==> config.mk <==
export PLATFORM = sky130hd
export DESIGN_NAME = sar_search
export DESIGN_NICKNAME = d
export VERILOG_FILES = /design/src/rtl/sar_search.sv
export SDC_FILE = /design/constraint.sdc
export NUM_CORES = 1
export LEC_CHECK = 0
export CORE_ASPECT_RATIO = 0.9
export CORE_UTILIZATION = 40
export DETAILED_ROUTE_END_ITERATION = 16
export PLACE_DENSITY = 0.75
export SKIP_CTS_REPAIR_TIMING = 1
export SLEW_MARGIN = 0
export SYNTH_ARGS = -nofsm -noshare
export SYNTH_HDL_FRONTEND = slang
export SYNTH_SLANG_ARGS = --single-unit
==> constraint.sdc <==
create_clock -name clk -period 4 [get_ports clk]
set_input_delay 0.6 -clock clk [delete_from_list [all_inputs] [get_ports clk]]
set_output_delay 0.6 -clock clk [all_outputs]
set_load 0.005 [all_outputs]
==> src/rtl/sar_search.sv <==
// sar_search: successive-approximation search engine.
// Drives a trial probe into an external comparator and walks MSB to LSB,
// using the eq/gt/lt verdicts to rebuild the comparator's hidden operand.
// Optional feature macro: SAR_SEARCH_TIMEOUT_EN (verdict-wait timeout).
module sar_search #(
  parameter int WIDTH   = 8,
  parameter int TIMEOUT = 15
) (
  input  logic             clk,
  input  logic             rst,
  input  logic             start,
  output logic [WIDTH-1:0] probe,
  output logic             probe_valid,
  input  logic             cmp_valid,
  input  logic             cmp_eq,
  input  logic             cmp_gt,
  input  logic             cmp_lt,
  output logic             busy,
  output logic             done,
  output logic [WIDTH-1:0] result,
  output logic             exact,
  output logic             err
);

  localparam int IW = (WIDTH > 1) ? $clog2(WIDTH) : 1;

  typedef enum logic [1:0] {
    S_IDLE  = 2'd0,
    S_PROBE = 2'd1,
    S_DONE  = 2'd2
  } state_t;

  // A verdict is usable only when exactly one of eq/gt/lt is set.
  function automatic logic verdict_onehot(input logic eq, input logic gt, input logic lt);
    logic ok;
    case ({eq, gt, lt})
      3'b100:  ok = 1'b1;
      3'b010:  ok = 1'b1;
      3'b001:  ok = 1'b1;
      default: ok = 1'b0;
    endcase
    return ok;
  endfunction

  // Single-bit mask at position idx.
  function automatic logic [WIDTH-1:0] bit_mask(input logic [IW-1:0] idx);
    return WIDTH'(1) << idx;
  endfunction

  state_t           state_q, state_d;
  logic [WIDTH-1:0] acc_q, acc_d;
  logic [IW-1:0]    bit_idx_q, bit_idx_d;
  logic [WIDTH-1:0] probe_q, probe_d;
  logic             probe_valid_q, probe_valid_d;
  logic             busy_q, busy_d;
  logic             done_q, done_d;
  logic [WIDTH-1:0] result_q, result_d;
  logic             exact_q, exact_d;
  logic             err_q, err_d;
  logic             verdict_s;
  logic [WIDTH-1:0] acc_keep_s;

`ifdef SAR_SEARCH_TIMEOUT_EN
  localparam int CW = $clog2(TIMEOUT + 1);
  logic [CW-1:0] cnt_q, cnt_d;
`endif

  // Outputs come straight from flops; no combinational input-to-output path.
  assign probe       = probe_q;
  assign probe_valid = probe_valid_q;
  assign busy        = busy_q;
  assign done        = done_q;
  assign result      = result_q;
  assign exact       = exact_q;
  assign err         = err_q;

  // Next-state and next-output computation for the search FSM.
  always_comb begin
    state_d       = state_q;
    acc_d         = acc_q;
    bit_idx_d     = bit_idx_q;
    probe_d       = probe_q;
    probe_valid_d = probe_valid_q;
    busy_d        = busy_q;
    done_d        = 1'b0;
    result_d      = result_q;
    exact_d       = exact_q;
    err_d         = err_q;
    verdict_s     = probe_valid_q && cmp_valid;
    acc_keep_s    = cmp_gt ? probe_q : acc_q;
`ifdef SAR_SEARCH_TIMEOUT_EN
    cnt_d         = cnt_q;
`endif

    case (state_q)
      S_IDLE: begin
        if (start) begin
          state_d       = S_PROBE;
          acc_d         = '0;
          bit_idx_d     = IW'(WIDTH - 1);
          probe_d       = bit_mask(IW'(WIDTH - 1));
          probe_valid_d = 1'b1;
          busy_d        = 1'b1;
          result_d      = '0;
          exact_d       = 1'b0;
          err_d         = 1'b0;
`ifdef SAR_SEARCH_TIMEOUT_EN
          cnt_d         = '0;
`endif
        end else begin
          state_d = S_IDLE;
        end
      end

      S_PROBE: begin
        if (verdict_s) begin
`ifdef SAR_SEARCH_TIMEOUT_EN
          cnt_d = '0;
`endif
          if (!verdict_onehot(cmp_eq, cmp_gt, cmp_lt)) begin
            // Malformed verdict: keep the partial accumulator and bail out.
            state_d       = S_DONE;
            err_d         = 1'b1;
            probe_d       = '0;
            probe_valid_d = 1'b0;
            done_d        = 1'b1;
            result_d      = acc_q;
          end else if (cmp_eq) begin
            // Exact hit: the probe is the target, stop early.
            state_d       = S_DONE;
            acc_d         = probe_q;
            exact_d       = 1'b1;
            probe_d       = '0;
            probe_valid_d = 1'b0;
            done_d        = 1'b1;
            result_d      = probe_q;
          end else if (bit_idx_q == IW'(0)) begin
            // Last bit resolved without an eq.
            state_d       = S_DONE;
            acc_d         = acc_keep_s;
            probe_d       = '0;
            probe_valid_d = 1'b0;
            done_d        = 1'b1;
            result_d      = acc_keep_s;
          end else begin
            // gt keeps the trial bit, lt drops it; move to the next bit down.
            acc_d     = acc_keep_s;
            bit_idx_d = bit_idx_q - IW'(1);
            probe_d   = acc_keep_s | bit_mask(bit_idx_q - IW'(1));
          end
        end else begin
`ifdef SAR_SEARCH_TIMEOUT_EN
          if (cnt_q == CW'(TIMEOUT - 1)) begin
            // Comparator went silent: give up with the partial accumulator.
            state_d       = S_DONE;
            err_d         = 1'b1;
            probe_d       = '0;
            probe_valid_d = 1'b0;
            done_d        = 1'b1;
            result_d      = acc_q;
            cnt_d         = '0;
          end else begin
            cnt_d = cnt_q + CW'(1);
          end
`else
          state_d = S_PROBE;
`endif
        end
      end

      S_DONE: begin
        state_d = S_IDLE;
        busy_d  = 1'b0;
      end

      default: begin
        state_d       = S_IDLE;
        probe_d       = '0;
        probe_valid_d = 1'b0;
        busy_d        = 1'b0;
      end
    endcase
  end

  // State and output registers with asynchronous reset.
  always_ff @(posedge clk or posedge rst) begin
    if (rst) begin
      state_q       <= S_IDLE;
      acc_q         <= '0;
      bit_idx_q     <= '0;
      probe_q       <= '0;
      probe_valid_q <= 1'b0;
      busy_q        <= 1'b0;
      done_q        <= 1'b0;
      result_q      <= '0;
      exact_q       <= 1'b0;
      err_q         <= 1'b0;
    end else begin
      state_q       <= state_d;
      acc_q         <= acc_d;
      bit_idx_q     <= bit_idx_d;
      probe_q       <= probe_d;
      probe_valid_q <= probe_valid_d;
      busy_q        <= busy_d;
      done_q        <= done_d;
      result_q      <= result_d;
      exact_q       <= exact_d;
      err_q         <= err_d;
    end
  end

`ifdef SAR_SEARCH_TIMEOUT_EN
  // Verdict-wait counter, cleared on each accepted verdict.
  always_ff @(posedge clk or posedge rst) begin
    if (rst) begin
      cnt_q <= '0;
    end else begin
      cnt_q <= cnt_d;
    end
  end
`endif

endmodule

==> impl_metrics.tcl, run 1 <==
set metrics [dict create \
    failed_checks "design-rule violations" \
    synth.largest_area_cell "sky130_fd_sc_hd__dfrtp_1" \
    layout.cells.non_filler 248 \
    timing_max_transition_violations_final 0 \
    chipWidth_um 71.3 \
    initial_core_util_pct 42.1 \
    maxCapViolations 0 \
    grt_setup_unrepaired "false" \
    antenna_cells_inserted 0 \
    vias_cell 5.48 \
    min_from "result[0]$_DFFE_PP0P_" \
    overall_routed_net_length_um 3720 \
    critPathArrivalTime_ps 2940 \
    synth_flop_cell "sky130_fd_sc_hd__dfrtp_1" \
    final.setup_skew_ps 7.34 \
    wl_per_cell_um 15.0 \
    layout-area-overhead-vs-synth_pct 22.8 \
    postSynthCellCount 175 \
    slew-limit-headroom_pct 55.6 \
    fp_rows 22 \
    required_ps 4180 \
    h_tree_level_count 2 \
    yosysTopAreaCellShare_pct 49.2 \
    design.core.area_um2 4100 \
    track_usage_pct 18.4 \
    worst_hold_path.num_cells 2 \
    detail_route.drc_violations 2 \
    finalWeightedCongestion 0.803 \
    cellLeakagePower_uw 0.000898 \
    synthesis.area_um2 1730 \
    clkTransAtPathRegs_ps 70 \
    worst_pin_slew_ps 663 \
    hold_class "reg2reg" \
    grt_antenna_before_repair 0 \
    outcome "finished, violations left" \
    postSynthRegisterBits 34 \
    cts-root-to-sink-buffers 2 \
    reg2reg_setup_slack_ps 1650 \
    n_fill_cell 399 \
    yosys_warnings 0 \
    utilization_pct 51.7 \
    final.period_utilization_pct 69.0 \
    crit_slowest_cell "sky130_fd_sc_hd__clkdlybuf4s50_1" \
    synth_seq_area_share_pct 49.2 \
    path_delay_family "buffers and inverters" \
    crit_path_buf_inv_count 1 \
    drive_gt1_share_pct 6.50 \
    route.vias.total 1358 \
    cts_bufs_inserted 5 \
    max-vdd-ir-drop_v 0.000352 \
    synth-async-reset-ratio_pct 100 \
    power_density_nw_per_um2 504 \
    worstReg2RegStart "bit_idx_q[0]$_DFFE_PP0P_" \
    hold_end "result[0]$_DFFE_PP0P_" \
    timing.final.hold_violations 0 \
    cts.sinks 34 \
    synth_enable_flop_cells 0 \
    drt-pass1-iter-count 10 \
    gr-total-overflow 0 \
    die_area_um2 4590 \
    biggest_area_contributors_in_the_synthesized_netlist "sky130_fd_sc_hd__dfrtp_1 49%, sky130_fd_sc_hd__mux2i_1 4.6%, sky130_fd_sc_hd__nor2b_1 4.0%, sky130_fd_sc_hd__nand2_1 3.9%, sky130_fd_sc_hd__o31ai_1 3.9%" \
    synth.net_count 187 \
    nNetsFinal 213 \
    setup_violations_final 0 \
    synth.distinct_cells 34 \
    crit-reg2reg-capture "bit_idx_q[2]$_DFFE_PP0P_" \
    grt_first_pass_wirelength_um 6390 \
    final.setup.tns_ps 0 \
    skew_pair_late_insertion_delay_ps 290 \
    place.port_buffers 27 \
    drt-initial-drc-count 111 \
    tritoncts "done" \
    setup.worst_path.start_class "input port" \
    place_hpwl_um 2520 \
    timing.critical_path.fanout_max 15 \
    cp_cell_sequence "clkdlybuf4s50_1 -> xnor2_1 -> or4b_1 -> mux2_4 -> o22a_1" \
    syn-mean-instance-area_um2 9.87 \
    floorplan.die.height_um 64.4 \
    cts_root_buf "sky130_fd_sc_hd__clkbuf_8" \
    grt_pass1_vias 1321 \
    timing.critical_path.to_type "flip-flop" \
    slowest_delay_ps 810 \
    criticalPathCategory "in2reg" \
    fmaxAchievable_mhz 362 \
    worst_r2r_path_depth 6 \
    grt_max_degree 35 \
    i_o_pin_count 28 \
    detail-route-antenna-nets 0 \
    finalCriticalPeriod_ps 2760 \
    place.detailed.instances 242 \
]
-- worst register-to-register path, stage by stage, from the launching register on --
cell                      delay, ps
sky130_fd_sc_hd__dfrtp_1        370
sky130_fd_sc_hd__inv_1          110
sky130_fd_sc_hd__ha_1           250
sky130_fd_sc_hd__nor2b_1        170
sky130_fd_sc_hd__or4b_1         780
sky130_fd_sc_hd__mux2_4         390
sky130_fd_sc_hd__o22a_1         170
-- cell usage after synthesis (7+ instances only) --
master	n
sky130_fd_sc_hd__inv_1	7
sky130_fd_sc_hd__clkbuf_1	9
sky130_fd_sc_hd__mux2i_1	8
sky130_fd_sc_hd__nand3_1	10
sky130_fd_sc_hd__nand2_1	18
sky130_fd_sc_hd__dfrtp_1	34
sky130_fd_sc_hd__o31ai_1	9
sky130_fd_sc_hd__nor2b_1	11
sky130_fd_sc_hd__a21oi_1	10
sky130_fd_sc_hd__o21ai_1	9
sky130_fd_sc_hd__o2bb2ai_1	7
-- how the worst max path moves through the flow --
stage,startpoint,to,slack [ps],cells past startpoint
finish,cmp_gt,bit_idx_q[2]$_DFFE_PP0P_,1240,5
floorplan,cmp_lt,bit_idx_q[2]$_DFFE_PP0P_,1940,6
global placement,cmp_gt,bit_idx_q[2]$_DFFE_PP0P_,1030,5
detailed placement,cmp_gt,bit_idx_q[2]$_DFFE_PP0P_,970,5
CTS,cmp_gt,bit_idx_q[2]$_DFFE_PP0P_,1260,5
global route,cmp_gt,bit_idx_q[2]$_DFFE_PP0P_,1110,5
-- placed cells by master (no fill, tap or decap), drive strengths merged, types with 2 or more instances in the layout --
master / count
a21oi: 10
buf: 4
clkbuf: 6
clkdlybuf4s50: 27
dfrtp: 34
ha: 5
inv: 7
mux2i: 8
nand2: 18
nand2b: 5
nand3: 10
nor2: 6
nor2b: 11
nor3: 2
o21ai: 12
o2bb2ai: 7
o31ai: 9
xnor2: 3
xor2: 2
-- final cells by class --
type | count | area, um^2 | share of cell area, %
clock buffers | 6 | 82.6 | 3.89
well taps | 48 | 60.1 | 2.83
inverters | 7 | 26.3 | 1.24
multi-input cells | 122 | 802 | 37.8
flip-flops and latches | 34 | 851 | 40.1
repair buffers | 31 | 300 | 14.2
-- per-stage QoR --
step / area, um^2 / hold slack, ps / total power [uW] / setup slack (ps)
2_1_floorplan: 1730 / 486 / 678 / 1940
3_3_place_gp: 2040 / 481 / 818 / 1030
3_5_place_dp: 2040 / 488 / 827 / 969
4_1_cts: 2120 / 502 / 1080 / 1260
5_1_grt: 2120 / 534 / 1140 / 1110
6_report: 2120 / 493 / 1070 / 1240
-- state kept, by name (all words and copies together), names as in the netlist --
register and cells:
bit_idx_q 3, exact 1, busy 1, result 8, done 1, err 1
probe_valid 1, probe 8, acc_q 8, state_q 2
-- power breakdown --
group	total (uW)	leakage (uW)	internal (uW)	switching, uW
Combinational	358	0.000408	167	191
Clock	251	0.0000431	133	118
Sequential	461	0.000447	404	56.9
-- routing by layer --
layer | up-vias | share of wire [%] | global-route usage (%)
li1 | 661 | - | -
met1 | 654 | 47 | 24.9
met2 | 38 | 46 | 29.2
met3 | 5 | 5.1 | 4.10
met4 | 0 | 1.2 | 6.00
met5 | - | 0 | 0
-- cell families (layout without fill, tap and decap cells) --
group	Yosys count	after routing	share of synthesized area [%]
flip-flops	34	34	49.2
buffers and inverters	19	44	4.34
multiplexers	9	9	5.50
AND/OR/NAND/NOR	57	57	17.3
XOR/XNOR	5	5	2.53
adder cells (fa/ha/maj)	5	5	3.62
AO/OA/AOI/OAI	46	46	17.5
Note: power is estimated with default switching activity, not from simulation.
==> inputs of run 2 (changes only) <==
- clock period: 4 -> 2.9 ns (I/O delays scaled with it)
==> impl_metrics.tcl, run 2 (synthesis gave the netlist of run 1 again) <==
set metrics [dict create \
    outcome "finished, violations left" \
    failed_checks "design-rule violations" \
    grt_first_pass_wirelength_um 6280 \
    grt_antenna_before_repair 0 \
    slowest_delay_ps 560 \
    sequential_cell_area_um2 851 \
    grt_max_degree 35 \
    place_hpwl_um 2490 \
    detail_route.drc_violations 2 \
    tritoncts "done" \
    crit_path_buf_inv_count 1 \
    gr-total-overflow 0 \
    cts_root_buf "sky130_fd_sc_hd__clkbuf_8" \
    share_seq_of_total_power_pct 42.0 \
    fmaxAchievable_mhz 484 \
    layout_commonest_cell "sky130_fd_sc_hd__dfrtp_1" \
    floorplan.die.height_um 64.4 \
    final.setup.tns_ps 0 \
    maxCapViolations 0 \
    overall_routed_net_length_um 3690 \
    critPathArrivalTime_ps 2250 \
    finalWeightedCongestion 0.778 \
    area_of_combinational_cells_with_multiple_inputs_um2 802 \
    swShare_pct 34.6 \
    max-vdd-ir-drop_v 0.000362 \
    place.detailed.instances 246 \
    fp_rows 22 \
    final.setup_skew_ps 10.1 \
    design.core.area_um2 4100 \
    grt_setup_unrepaired "false" \
    clkPwrFrac_pct 24.6 \
    cts_bufs_inserted 5 \
    drt-initial-drc-count 85 \
    cts-root-to-sink-buffers 2 \
    slew-limit-headroom_pct 60.6 \
    initial_core_util_pct 42.1 \
    setup_violations_final 0 \
    vias_cell 5.39 \
    clkTransAtPathRegs_ps 80 \
    timing.critical_path.to_type "flip-flop" \
    timing.critical_path.fanout_max 5 \
    worst_pin_slew_ps 591 \
    cellLeakagePower_uw 0.000921 \
    finalCriticalPeriod_ps 2070 \
    grt_pass1_vias 1246 \
    crit_slowest_cell "sky130_fd_sc_hd__or4b_1" \
    setup.worst_path.start_class "flip-flop" \
    nNetsFinal 217 \
    criticalPathCategory "reg2reg" \
    antenna_cells_inserted 0 \
    skew_pair_late_insertion_delay_ps 300 \
    drt-pass1-iter-count 10 \
    internal_power_uw 991 \
    power_density_nw_per_um2 700 \
    die_area_um2 4590 \
    n_fill_cell 378 \
    layout.cells.non_filler 254 \
    drive_gt1_share_pct 9.22 \
    p_switching_uw 524 \
    layout-area-overhead-vs-synth_pct 25.3 \
    path_delay_family "simple AND/OR/NAND/NOR gates" \
    cp_cell_sequence "inv_1 -> ha_1 -> nor2b_1 -> or4b_1 -> mux2_4 -> o22a_1" \
    wl_per_cell_um 14.5 \
    timing_max_transition_violations_final 0 \
    detail-route-antenna-nets 0 \
    chipWidth_um 71.3 \
    route.vias.total 1369 \
    required_ps 3080 \
    cts.sinks 34 \
    timing.final.hold_violations 0 \
    i_o_pin_count 28 \
    track_usage_pct 18.2 \
    final.period_utilization_pct 71.3 \
    most-common-layout-cells "34 x sky130_fd_sc_hd__dfrtp_1, 27 x sky130_fd_sc_hd__clkdlybuf4s50_1, 18 x sky130_fd_sc_hd__nand2_1" \
    hold_class "reg2reg" \
    pwr-share-comb_pct 33.4 \
    h_tree_level_count 2 \
    place.port_buffers 27 \
]
==> run 2: changes by cell type in the layout (fill, tap and decap cells not counted) <==
cell and delta:
sky130_fd_sc_hd__buf_4 +4, sky130_fd_sc_hd__clkinv_2 +1, sky130_fd_sc_hd__clkinvlp_4 +1
==> run 2: path summary, 6_finish.rpt <==
path,endpoint,cells past startpoint,from,slack (ps)
max,bit_idx_q[2]$_DFFE_PP0P_,6,bit_idx_q[0]$_DFFE_PP0P_,830
min,result[4]$_DFFE_PP0P_,2,result[4]$_DFFE_PP0P_,500
max reg2reg,bit_idx_q[2]$_DFFE_PP0P_,6,bit_idx_q[0]$_DFFE_PP0P_,830
min reg2reg,result[4]$_DFFE_PP0P_,2,result[4]$_DFFE_PP0P_,500
max in group asynchronous,probe[7]$_DFFE_PP0P_,3,rst,2050
min in group asynchronous,done$_DFF_PP0_,3,rst,530
==> run 2: stage by stage <==
| stage | hold slack (ps) | utilization, % | cell area (um^2) | power [uW] | worst slack [ps] |
|---|---|---|---|---|---|
| after floorplan | 486 | - | 1730 | 935 | 892 |
| after global placement | 481 | 50.5 | 2070 | 1140 | 586 |
| after detailed placement | 489 | 50.5 | 2070 | 1150 | 546 |
| after CTS | 506 | 52.8 | 2160 | 1530 | 836 |
| after global routing | 529 | 52.8 | 2160 | 1620 | 759 |
| final | 500 | 52.8 | 2160 | 1510 | 832 |
==> run 2: layer usage <==
| layer | GRT usage, % | part of all wire [%] | vias up |
|---|---|---|---|
| met1 | 24.9 | 46 | 649 |
| met2 | 27.4 | 46 | 42 |
| li1 | - | - | 673 |
| met4 | 5.25 | 1.3 | 0 |
| met3 | 6.15 | 6.3 | 5 |
| met5 | 0 | 0 | - |
==> run 2: cell type report <==
class / instances / share of cell area, %
multi-input cells: 122 / 37.1
repair buffers: 35 / 15.3
inverters: 7 / 1.21
well taps: 48 / 2.77
flip-flops and latches: 34 / 39.3
clock buffers: 6 / 3.82
clock inverters: 2 / 0.578
==> run 2: worst min-delay path, stage by stage, from the launching register on <==
cell                      delay (ps)
sky130_fd_sc_hd__dfrtp_1         350
sky130_fd_sc_hd__nand3_1          60
sky130_fd_sc_hd__o31ai_1          60
==> run 2: power by group through the flow <==
stage / clock network (uW) / registers, uW / logic, uW
floorplan: 0 / 630 / 304
global route: 407 / 650 / 562
finish: 373 / 636 / 505
detailed placement: 0 / 644 / 509
global placement: 0 / 643 / 501
CTS: 383 / 636 / 511
